==> src/rtl/comp_serial_nbits_pkg.sv <==
// Shared types and constants for the serial magnitude comparator.
package comp_pkg;

    typedef enum logic {IDLE, RUN} state_t;

    // Bit positions of the LG/EQ/SM trio inside the packed result register.
    localparam int RES_LG = 2;
    localparam int RES_EQ = 1;
    localparam int RES_SM = 0;

    function automatic int clog2(input int v);
        int r;
        r = 0;
        while ((1 << r) < v) r++;
        return r;
    endfunction

    function automatic logic [2:0] res_onehot(input int pos);
        return 3'(1) << pos;
    endfunction

endpackage

==> src/rtl/comp_serial_nbits_if.sv <==
// Request/result bundle of the serial comparator.
interface comp_serial_nbits_if #(parameter int WIDTH = 8);
    logic             START;
    logic             SIGNED_MODE;
    logic [WIDTH-1:0] X;
    logic [WIDTH-1:0] Y;
    logic             BUSY;
    logic             DONE;
    logic             LG;
    logic             EQ;
    logic             SM;

    modport master (output START, SIGNED_MODE, X, Y,
                    input  BUSY, DONE, LG, EQ, SM);
    modport slave  (input  START, SIGNED_MODE, X, Y,
                    output BUSY, DONE, LG, EQ, SM);
endinterface

==> src/rtl/comp_serial_nbits_digit.sv <==
// Combinational DIGIT-bit unsigned compare slice.
module comp_digit #(
    parameter int DIGIT = 2
) (
    input  logic [DIGIT-1:0] a,
    input  logic [DIGIT-1:0] b,
    output logic             gt,
    output logic             lt
);
    assign gt = (a > b);
    assign lt = (a < b);
endmodule

==> src/rtl/comp_serial_nbits.sv <==
// Multi-cycle MSB-first magnitude comparator, DIGIT bits per clock with early exit.
module comp_serial_nbits
    import comp_pkg::*;
#(
    parameter int WIDTH = 8,
    parameter int DIGIT = 2
) (
    input  logic               CLK,
    input  logic               RST,
    comp_serial_nbits_if.slave bus
);
    localparam int NDIG = WIDTH / DIGIT;
    localparam int CW   = clog2(NDIG + 1);
    localparam logic [WIDTH-1:0] SIGN_BIT = WIDTH'(1) << (WIDTH - 1);

    if (DIGIT < 1 || DIGIT > WIDTH || (WIDTH % DIGIT) != 0) begin : g_bad_cfg
        $fatal(1, "comp_serial_nbits: WIDTH (%0d) must be a multiple of DIGIT (%0d)", WIDTH, DIGIT);
    end

    state_t           state;
    logic [WIDTH-1:0] xs;
    logic [WIDTH-1:0] ys;
    logic [CW-1:0]    cnt;
    logic             done_q;
    logic [2:0]       res_q;
    logic             gt;
    logic             lt;

    comp_digit #(.DIGIT(DIGIT)) u_digit (
        .a  (xs[WIDTH-1 -: DIGIT]),
        .b  (ys[WIDTH-1 -: DIGIT]),
        .gt (gt),
        .lt (lt)
    );

    always_ff @(posedge CLK or posedge RST) begin
        if (RST) begin
            state  <= IDLE;
            xs     <= '0;
            ys     <= '0;
            cnt    <= '0;
            done_q <= 1'b0;
            res_q  <= '0;
        end else begin
            done_q <= 1'b0;
            case (state)
                IDLE: begin
                    if (bus.START) begin
                        // Flipping both sign bits maps two's complement onto offset
                        // binary, so the unsigned digit compare stays valid.
                        xs    <= bus.X ^ (bus.SIGNED_MODE ? SIGN_BIT : '0);
                        ys    <= bus.Y ^ (bus.SIGNED_MODE ? SIGN_BIT : '0);
                        cnt   <= CW'(NDIG);
                        state <= RUN;
                    end
                end
                RUN: begin
                    if (gt) begin
                        res_q  <= res_onehot(RES_LG);
                        done_q <= 1'b1;
                        state  <= IDLE;
                    end else if (lt) begin
                        res_q  <= res_onehot(RES_SM);
                        done_q <= 1'b1;
                        state  <= IDLE;
                    end else if (cnt == CW'(1)) begin
                        res_q  <= res_onehot(RES_EQ);
                        done_q <= 1'b1;
                        state  <= IDLE;
                    end else begin
                        xs  <= xs << DIGIT;
                        ys  <= ys << DIGIT;
                        cnt <= cnt - CW'(1);
                    end
                end
                default: state <= IDLE;
            endcase
        end
    end

    assign bus.BUSY = (state == RUN);
    assign bus.DONE = done_q;
    assign bus.LG   = res_q[RES_LG];
    assign bus.EQ   = res_q[RES_EQ];
    assign bus.SM   = res_q[RES_SM];

endmodule

==> src/flat_wrapper.sv <==
// flat-port wrapper written by rule: the top's interface ports become plain ports
module comp_serial_nbits_flat import comp_pkg::*;
#(
    parameter int WIDTH = 8,
    parameter int DIGIT = 2
)
  (CLK, RST, bus_START, bus_SIGNED_MODE, bus_X, bus_Y, bus_BUSY, bus_DONE, bus_LG, bus_EQ, bus_SM);
  comp_serial_nbits_if #(.WIDTH(WIDTH)) bus_i ();
  input  logic CLK;
  input  logic RST;
  input wire logic [$bits(bus_i.START)-1:0] bus_START;
  input wire logic [$bits(bus_i.SIGNED_MODE)-1:0] bus_SIGNED_MODE;
  input wire logic [$bits(bus_i.X)-1:0] bus_X;
  input wire logic [$bits(bus_i.Y)-1:0] bus_Y;
  output wire logic [$bits(bus_i.BUSY)-1:0] bus_BUSY;
  output wire logic [$bits(bus_i.DONE)-1:0] bus_DONE;
  output wire logic [$bits(bus_i.LG)-1:0] bus_LG;
  output wire logic [$bits(bus_i.EQ)-1:0] bus_EQ;
  output wire logic [$bits(bus_i.SM)-1:0] bus_SM;
  assign bus_i.START = bus_START;
  assign bus_i.SIGNED_MODE = bus_SIGNED_MODE;
  assign bus_i.X = bus_X;
  assign bus_i.Y = bus_Y;
  assign bus_BUSY = bus_i.BUSY;
  assign bus_DONE = bus_i.DONE;
  assign bus_LG = bus_i.LG;
  assign bus_EQ = bus_i.EQ;
  assign bus_SM = bus_i.SM;
  comp_serial_nbits #(.WIDTH(WIDTH), .DIGIT(DIGIT)) u_core (.CLK(CLK), .RST(RST), .bus(bus_i));
endmodule
==> config.mk <==
export PLATFORM = sky130hd
export DESIGN_NAME = comp_serial_nbits_flat
export DESIGN_NICKNAME = d
export VERILOG_FILES = /design/src/rtl/comp_serial_nbits_pkg.sv /design/src/rtl/comp_serial_nbits_if.sv /design/src/rtl/comp_serial_nbits_digit.sv /design/src/rtl/comp_serial_nbits.sv /design/src/flat_wrapper.sv
export SDC_FILE = /design/constraint.sdc
export NUM_CORES = 1
export LEC_CHECK = 0
export BUFFER_PORTS_ARGS = -buffer_cell sky130_fd_sc_hd__buf_4
export CAP_MARGIN = 20
export CORE_ASPECT_RATIO = 2
export CORE_MARGIN = 5
export CORE_UTILIZATION = 45
export DETAILED_ROUTE_END_ITERATION = 16
export GPL_TIMING_DRIVEN = 0
export PLACE_DENSITY = 0.68
export SKIP_CTS_REPAIR_TIMING = 1
export SYNTH_ARGS = -nofsm -noshare
export SYNTH_HDL_FRONTEND = slang
export SYNTH_HIERARCHICAL = 1
export SYNTH_SLANG_ARGS = --single-unit
==> constraint.sdc <==
create_clock -name CLK -period 4.4 [get_ports CLK]
set_clock_uncertainty 0.15 [all_clocks]
set_input_delay 0 -clock CLK [delete_from_list [all_inputs] [get_ports CLK]]
set_output_delay 0 -clock CLK [all_outputs]
set_load 0.05 [all_outputs]
After elaboration in Yosys (flattened, before gate mapping)
Index checks and enable logic that the tools add are counted.

$add $sub $neg: 1. Multipliers: 0. Div/mod/pow operators: 0. Magnitude comparators: 2. Eq/ne operators: 5. Shift operators: 0. Multiplexer cells: 28. Bitwise operators: 3. Reduce and logical (&&, ||, !) cells: 3.

Operators by type and width (number): $mux 8 (9); $pmux 8 s2 (2); $mux 3 (7); $xor 8x8->8 (2); $mux 1 (8); $ne 2x2->1 const B (4); $pmux 3 s2 (1); $reduce_and 4->1 (1); $eq 3x1->1 const B (1); $reduce_bool 3->1 (1); $sub 3x1->3 const B (1); $gt 2x2->1 (1); $lt 2x2->1 (1); $pmux 1 s2 (1); $reduce_and 2->1 (1); $not 1->1 (1).

Register bits after elaboration: 24. Bits in latches: 0. Bits in writable memories: 0. Bits in read-only memories: 0. Output and inout bits: 5. Logic and storage cells: 48. Memories kept: 0.

Logic depth before layout (Yosys ltp)
Gate-level depths: netlist of run 1.

Depth after elaboration: 5. Mapped depth: 9. Depth with buffers taken out: 8.

Hierarchy
The synthesis of run 1 kept the hierarchy.

By module, submodules not included: comp_serial_nbits (instances 1, cells each 97, area an instance 1126.1 um^2, seq. area each 600.6 um^2); comp_digit (instances 1, cells each 7, area an instance 65.1 um^2, seq. area each 0.0 um^2).

Worst setup path after synthesis of run 1
No wires, ideal clock.

Path type: flip-flop to flip-flop. From: reg u_core.xs[7]. To: reg u_core.xs[2]. Data arrival time: 1668 ps. Required time: 4127 ps. Setup slack: 2459 ps. Stages on the path, launching flop included: 9. Clock period less this slack: 1941 ps. Path through: dfrtp_1 -> ha_1 -> nor2b_4 -> a2bb2oi_2 -> nor2_2 -> a31oi_4 -> inv_2 -> buf_6 -> o221a_1.

Longest elaborated chain between the ends: 3. Elaborated cells on any way between the ends: 5. Those cells by class: order compare (2); eq/ne (2); reduce/logical (1).

Ends and longest elaborated chain: from (decl) (line comp_serial_nbits.sv:21) `logic [WIDTH-1:0] xs;`; from (signal assigned) (line comp_serial_nbits.sv:51) `xs <= bus.X ^ (bus.SIGNED_MODE ? SIGN_BIT : '0);`; from (signal assigned) (line comp_serial_nbits.sv:71) `xs <= xs << DIGIT;`; $gt 2x2->1 (line comp_serial_nbits_digit.sv:10) `assign gt = (a > b);`; named net u_core.gt (line comp_serial_nbits.sv:26) `logic gt;`; $ne 2x2->1 (no line); $reduce_and 4->1 (no line).

The timed path passes the listed nets, and every way through them passes these cells. A chain may end at the register's enable or synchronous reset.

Worst setup path after layout of run 1
From: reg u_core.xs[7]. To: reg u_core.xs[3].

The elaborated chain is that of the path after synthesis.

==> results of run 1 <==
-- worst max path at each step --
stage,from,to,cells past startpoint
finish,u_core/xs[7],u_core/xs[3],8
global placement,u_core/xs[7],u_core/ys[2],8
global route,u_core/xs[7],u_core/ys[4],8
CTS,u_core/xs[7],u_core/xs[2],8
detailed placement,u_core/xs[7],u_core/ys[4],8
floorplan,u_core/xs[7],u_core/xs[2],8
-- power groups by stage --
stage | Sequential, mW | Clock, mW | Combinational, mW
floorplan | 0.446 | 0 | 0.433
global placement | 0.389 | 0 | 0.622
detailed placement | 0.395 | 0 | 0.636
CTS | 0.390 | 0.196 | 0.645
global route | 0.402 | 0.207 | 0.711
finish | 0.391 | 0.192 | 0.652
-- kinds of logic (layout without fill, tap and decap cells) --
logic type | count (synthesis) | count (layout) | synth area share [%]
buffers and inverters | 12 | 59 | 5.15
adder cells (fa/ha/maj) | 4 | 4 | 4.20
AND/OR/NAND/NOR | 35 | 35 | 17.4
XOR/XNOR | 2 | 2 | 1.47
multiplexers | 3 | 3 | 2.52
AO/OA/AOI/OAI | 24 | 24 | 18.8
flip-flops | 24 | 24 | 50.4
-- per-stage QoR --
| step | util, % | hold slack (ns) |
|---|---|---|
| final | 65.7 | 0.106 |
| after global routing | 65.7 | 0.110 |
| after CTS | 58.2 | -0.219 |
| after detailed placement | 55.4 | 0.0584 |
| after global placement | 55.4 | 0.0529 |
| after floorplan | - | -0.135 |
-- placed cells by master, fill, tap and decap left out, types with 4 or more instances in the layout --
cell type / synthesis / routed
nand2b_1: 11 / 11
nor2_1: 4 / 4
nand2_1: 11 / 11
ha_1: 4 / 4
dfrtp_1: 24 / 24
dlygate4sd3_1: 0 / 19
inv_1: 7 / 7
buf_4: 2 / 26
o21ai_0: 5 / 5
o221a_1: 8 / 8
-- area by class of cell --
class                   count  share of cell area (%)
well taps                  28                    2.10
inverters                   8                    1.80
repair buffers             43                    22.2
multi-input cells          68                    31.7
flip-flops and latches     24                    36.0
clock inverters             1                    1.80
clock buffers               3                    2.48
plain buffers               4                    1.88
-- registers in the layout, summed over array words and instances (netlist names) --
name             cells
u_core/ys            8
u_core/cnt           3
u_core/xs            8
u_core/bus.DONE      1
u_core/res_q         3
u_core/bus.BUSY      1
-- critical path: stages, from the launching register on --
cell       delay [ns]
dfrtp_1          0.40
ha_1             0.31
nor2b_4          0.16
a2bb2oi_2        0.24
nor2_2           0.11
a31oi_4          0.23
inv_2            0.07
buf_6            0.14
o221a_1          0.23
-- layer usage --
metal  part of all wire (%)  vias up  GRT usage (%)
li1                       -      458              -
met1                     38      456           16.5
met2                     54       28           24.0
met3                    4.5        8           2.82
met4                    3.2        0           8.26
met5                      0        -              0
==> results.json, run 1 <==
{
  "status": "finished clean",
  "grt_first_pass_wirelength_um": 4010,
  "intPower_mw": 0.741,
  "post-synth-top-count-cell": "dfrtp_1",
  "place_area_um2": 1410,
  "drv_slew": 0,
  "r2r_setup_slack_ns": 2.25,
  "fin_nets": 176,
  "reg2reg_to": "u_core/xs[3]",
  "io_buffer_count": 24,
  "path_class": "reg -> reg",
  "yosysTopAreaCell": "dfrtp_1",
  "grt_max_degree": 25,
  "initial_core_util_pct": 46.9,
  "fin_ws_ns": 2.25,
  "synthArstFlopShare_pct": 100,
  "rsz0062_at_grt": "no",
  "htreeDepth": 1,
  "maxSlewHeadroom_pct": 39.7,
  "coreArea_um2": 2540,
  "drive_gt1_share_pct": 28.5,
  "area_growth_pct": 40.0,
  "grtUsageTotal_pct": 14.5,
  "synth.cells.most_frequent": "dfrtp_1 (24), nand2_1 (11), nand2b_1 (11)",
  "period_minus_slack_ns": 2.15,
  "p_comb_share_pct": 52.8,
  "io-pin-count": 25,
  "clockRootBuffer": "clkbuf_8",
  "synth-seq-area-share_pct": 50.4,
  "hold_viol": 0,
  "maxCapViolCount": 0,
  "netlist.area_leader.share_pct": 50.4,
  "cp-start-kind": "flip-flop",
  "die-area_um2": 3840,
  "synth_area_um2": 1190,
  "cts_buffers": 3,
  "cp-end-kind": "flip-flop",
  "fmax_mhz": 464,
  "rows": 26,
  "die_y_um": 82.8,
  "die_w_um": 46.4,
  "p_sw_mw": 0.493,
  "fillerInstances": 216,
  "multi_input_area_um2": 529,
  "syn-instance-count": 104,
  "antenna_found_initial": 0,
  "overflow": 0,
  "yosysUniqueCellTypes": 30,
  "detail-route-antenna-nets": 0,
  "ir_worst_vdd_uv": 425,
  "hold_path_startpoint": "bus_START",
  "post-route-period-util_pct": 48.9,
  "synth_warnings": 6,
  "design_area_um2": 1670,
  "synth_flop_cell": "dfrtp_1",
  "swShare_pct": 40.0,
  "clockBufferDepth": 2,
  "ff_latch_area_um2": 601,
  "syn_nets": 128,
  "p_leak_nw": 0.761,
  "grt_pass1_vias": 906,
  "fin_setup_tns_ns": 0,
  "min_path_type": "in -> reg",
  "p_per_area_nw_per_um2": 740,
  "power.clock.fraction_pct": 15.5,
  "worstPathRequired_ns": 4.40,
  "clk_pin_slew_ns": 0.08,
  "dp.cells": 156,
  "hpwl_um": 1820,
  "yosys_register_bits": 24,
  "seqPwrFrac_pct": 31.7,
  "worst_slew_pin_slew_ns": 0.904,
  "drtPass1Iterations": 4,
  "reg2reg_from": "u_core/xs[7]",
  "numClockSinks": 24,
  "wirelength_um": 2560,
  "p_total_mw": 1.23,
  "gp_congestion": 0.747,
  "stdcell_count": 179,
  "setup_viol": 0,
  "worst-path-max-fanout": 10,
  "remaining_drc_errors": 0,
  "reg2reg_depth": 8,
  "drt-vias-per-instance": 5.31,
  "cts_tree": "done",
  "min_delay_path_depth": 4,
  "clock_latency_ns": 0.26,
  "min_to": "u_core/ys[1]",
  "vias": 950,
  "antennaDiodeCount": 0,
  "place_ws_ns": 2.26,
  "drt_iter0_drc": 18,
  "cp.arrival_ns": 2.15,
  "synth.area.top_cells": "dfrtp_1 (50%), o221a_1 (7.6%), nand2b_1 (5.8%)",
  "postSynthAreaPerCell_um2": 11.5,
  "wl_per_cell_um": 14.3,
  "synth-edff-count": 0
}
Power figures use the tool's default switching activity.
==> run 2, diff against run 1 <==
Settings changed: PLACE_DENSITY 0.68 to 0.7.
Clock period 4.4 ns to 1.87 ns, I/O delays scaled along.
==> run 2 against run 1 <==
Effect of this change: the run now ends with negative hold slack, negative setup slack left; setup slack lost 2.4 ns; sequential share of layout area decreased by 1.7 points; total power grew to 2.7 times the previous value; final cell count grew 2.2%; highest routed layer unchanged.
==> results.json, run 2 (synthesis gave the netlist of run 1 again) <==
{
  "grt_first_pass_wirelength_um": 4250,
  "clock_latency_ns": 0.26,
  "gp_congestion": 0.713,
  "path_class": "reg -> reg",
  "place_area_um2": 1430,
  "area_growth_pct": 46.8,
  "vias": 958,
  "wirelength_um": 2710,
  "final_common_cell": "buf_4",
  "fillerInstances": 201,
  "fin_ws_ns": -0.197,
  "min_path_type": "in -> reg",
  "p_leak_nw": 0.793,
  "wl_per_cell_um": 14.8,
  "rows": 26,
  "hold_viol": 3,
  "worst-path-max-fanout": 4,
  "whs_ns": -0.0395,
  "clockRootBuffer": "clkbuf_8",
  "p_total_mw": 3.32,
  "cts_tree": "done",
  "htreeDepth": 1,
  "drt-vias-per-instance": 5.23,
  "worstPathRequired_ns": 1.87,
  "remaining_drc_errors": 0,
  "ir_worst_vdd_uv": 984,
  "fin_nets": 181,
  "die-area_um2": 3840,
  "clockBufferDepth": 2,
  "routed.top_layer": "met4",
  "status": "finished with violations",
  "setup_viol": 18,
  "grt_max_degree": 25,
  "top_regs": "u_core/xs x8, u_core/ys x8",
  "antenna_found_initial": 0,
  "wl_met3_um": 111,
  "worst_slew_pin_slew_ns": 0.906,
  "final_cell_mix": "buf_4 (31), dfrtp_1 (24), dlygate4sd3_1 (14), nand2b_1 (11), nand2_1 (11)",
  "place_ws_ns": -0.214,
  "drv_slew": 0,
  "numClockSinks": 24,
  "drt_iter0_drc": 32,
  "cts_buffers": 3,
  "rsz0062_at_grt": "yes",
  "coreArea_um2": 2540,
  "post-route-period-util_pct": 111,
  "violations": "negative hold slack, negative setup slack",
  "met2_length_um": 1540,
  "maxSlewHeadroom_pct": 39.5,
  "grtUsageTotal_pct": 15.4,
  "maxCapViolCount": 0,
  "die_y_um": 82.8,
  "detail-route-antenna-nets": 0,
  "antennaDiodeCount": 0,
  "grt_pass1_vias": 927,
  "cp.arrival_ns": 2.06,
  "overflow": 0,
  "cp-start-kind": "flip-flop",
  "fmax_mhz": 484,
  "wl_met1_um": 1010,
  "p_per_area_nw_per_um2": 1900,
  "design_area_um2": 1750,
  "drive_gt1_share_pct": 39.4,
  "io_buffer_count": 24,
  "initial_core_util_pct": 46.9,
  "period_minus_slack_ns": 2.07,
  "io-pin-count": 25,
  "drtPass1Iterations": 4,
  "die_w_um": 46.4,
  "clk_pin_slew_ns": 0.08,
  "hpwl_um": 1890,
  "cp-end-kind": "flip-flop"
}
[run 2: cell count changes in the layout (fill, tap and decap cells not counted), sizes merged]
cell	previous run	this run
buf	28	38
bufinv	1	0
dlygate4sd3	19	14
[run 2: through the flow]
stage | setup TNS [ns] | utilization (%) | cells | hold WS [ns]
6_report | -2.22 | 68.9 | 183 | -0.0395
5_1_grt | -3.52 | 68.9 | 183 | 0.000388
4_1_cts | -3.65 | 57.9 | 159 | -0.213
3_5_place_dp | -3.34 | 56.3 | 156 | 0.0591
3_3_place_gp | -2.65 | 56.3 | 156 | 0.0542
2_1_floorplan | -0.170 | - | 104 | -0.135
[run 2: cell type report]
| cell class | instances | area [um^2] | share of cell area, % |
|---|---|---|---|
| Tap cell | 28 | 35.0 | 2.00 |
| Clock buffer | 3 | 41.3 | 2.36 |
| Timing Repair Buffer | 48 | 404 | 23.1 |
| Buffer | 4 | 35.0 | 2.00 |
| Inverter | 8 | 30.0 | 1.72 |
| Sequential cell | 24 | 601 | 34.3 |
| Multi-Input combinational cell | 68 | 603 | 34.5 |
[run 2: routing by layer]
metal,track usage (%),up-vias
li1,-,470
met1,18.2,459
met2,26.7,24
met3,1.95,5
met4,6.55,0
met5,0,-
[run 2: final timing paths]
path,startpoint,to,slack (ns),depth (start not counted)
setup / recovery,u_core/xs[7],u_core/xs[5],-0.20,8
hold / removal,bus_X[3],u_core/xs[3],-0.04,3
setup reg to reg,u_core/xs[7],u_core/xs[5],-0.20,8
hold reg to reg,u_core/res_q[2],u_core/res_q[2],0.36,1
max in group asynchronous,RST,u_core/xs[6],0.67,3
min in group asynchronous,RST,u_core/res_q[1],0.34,3
[run 2: power breakdown]
group,switching [mW],internal (mW),total [mW]
logic,1.04,1.06,2.10
registers,0.158,0.772,0.930
clock network,0.149,0.144,0.293
[run 2: worst max-delay path: stages, from the launching register on]
cell and delay (ns):
dfrtp_1 0.42, ha_4 0.28, nor2b_4 0.17, a2bb2oi_4 0.22, nor2_4 0.07, a31oi_4 0.22
inv_2 0.06, buf_4 0.14, o221a_2 0.23
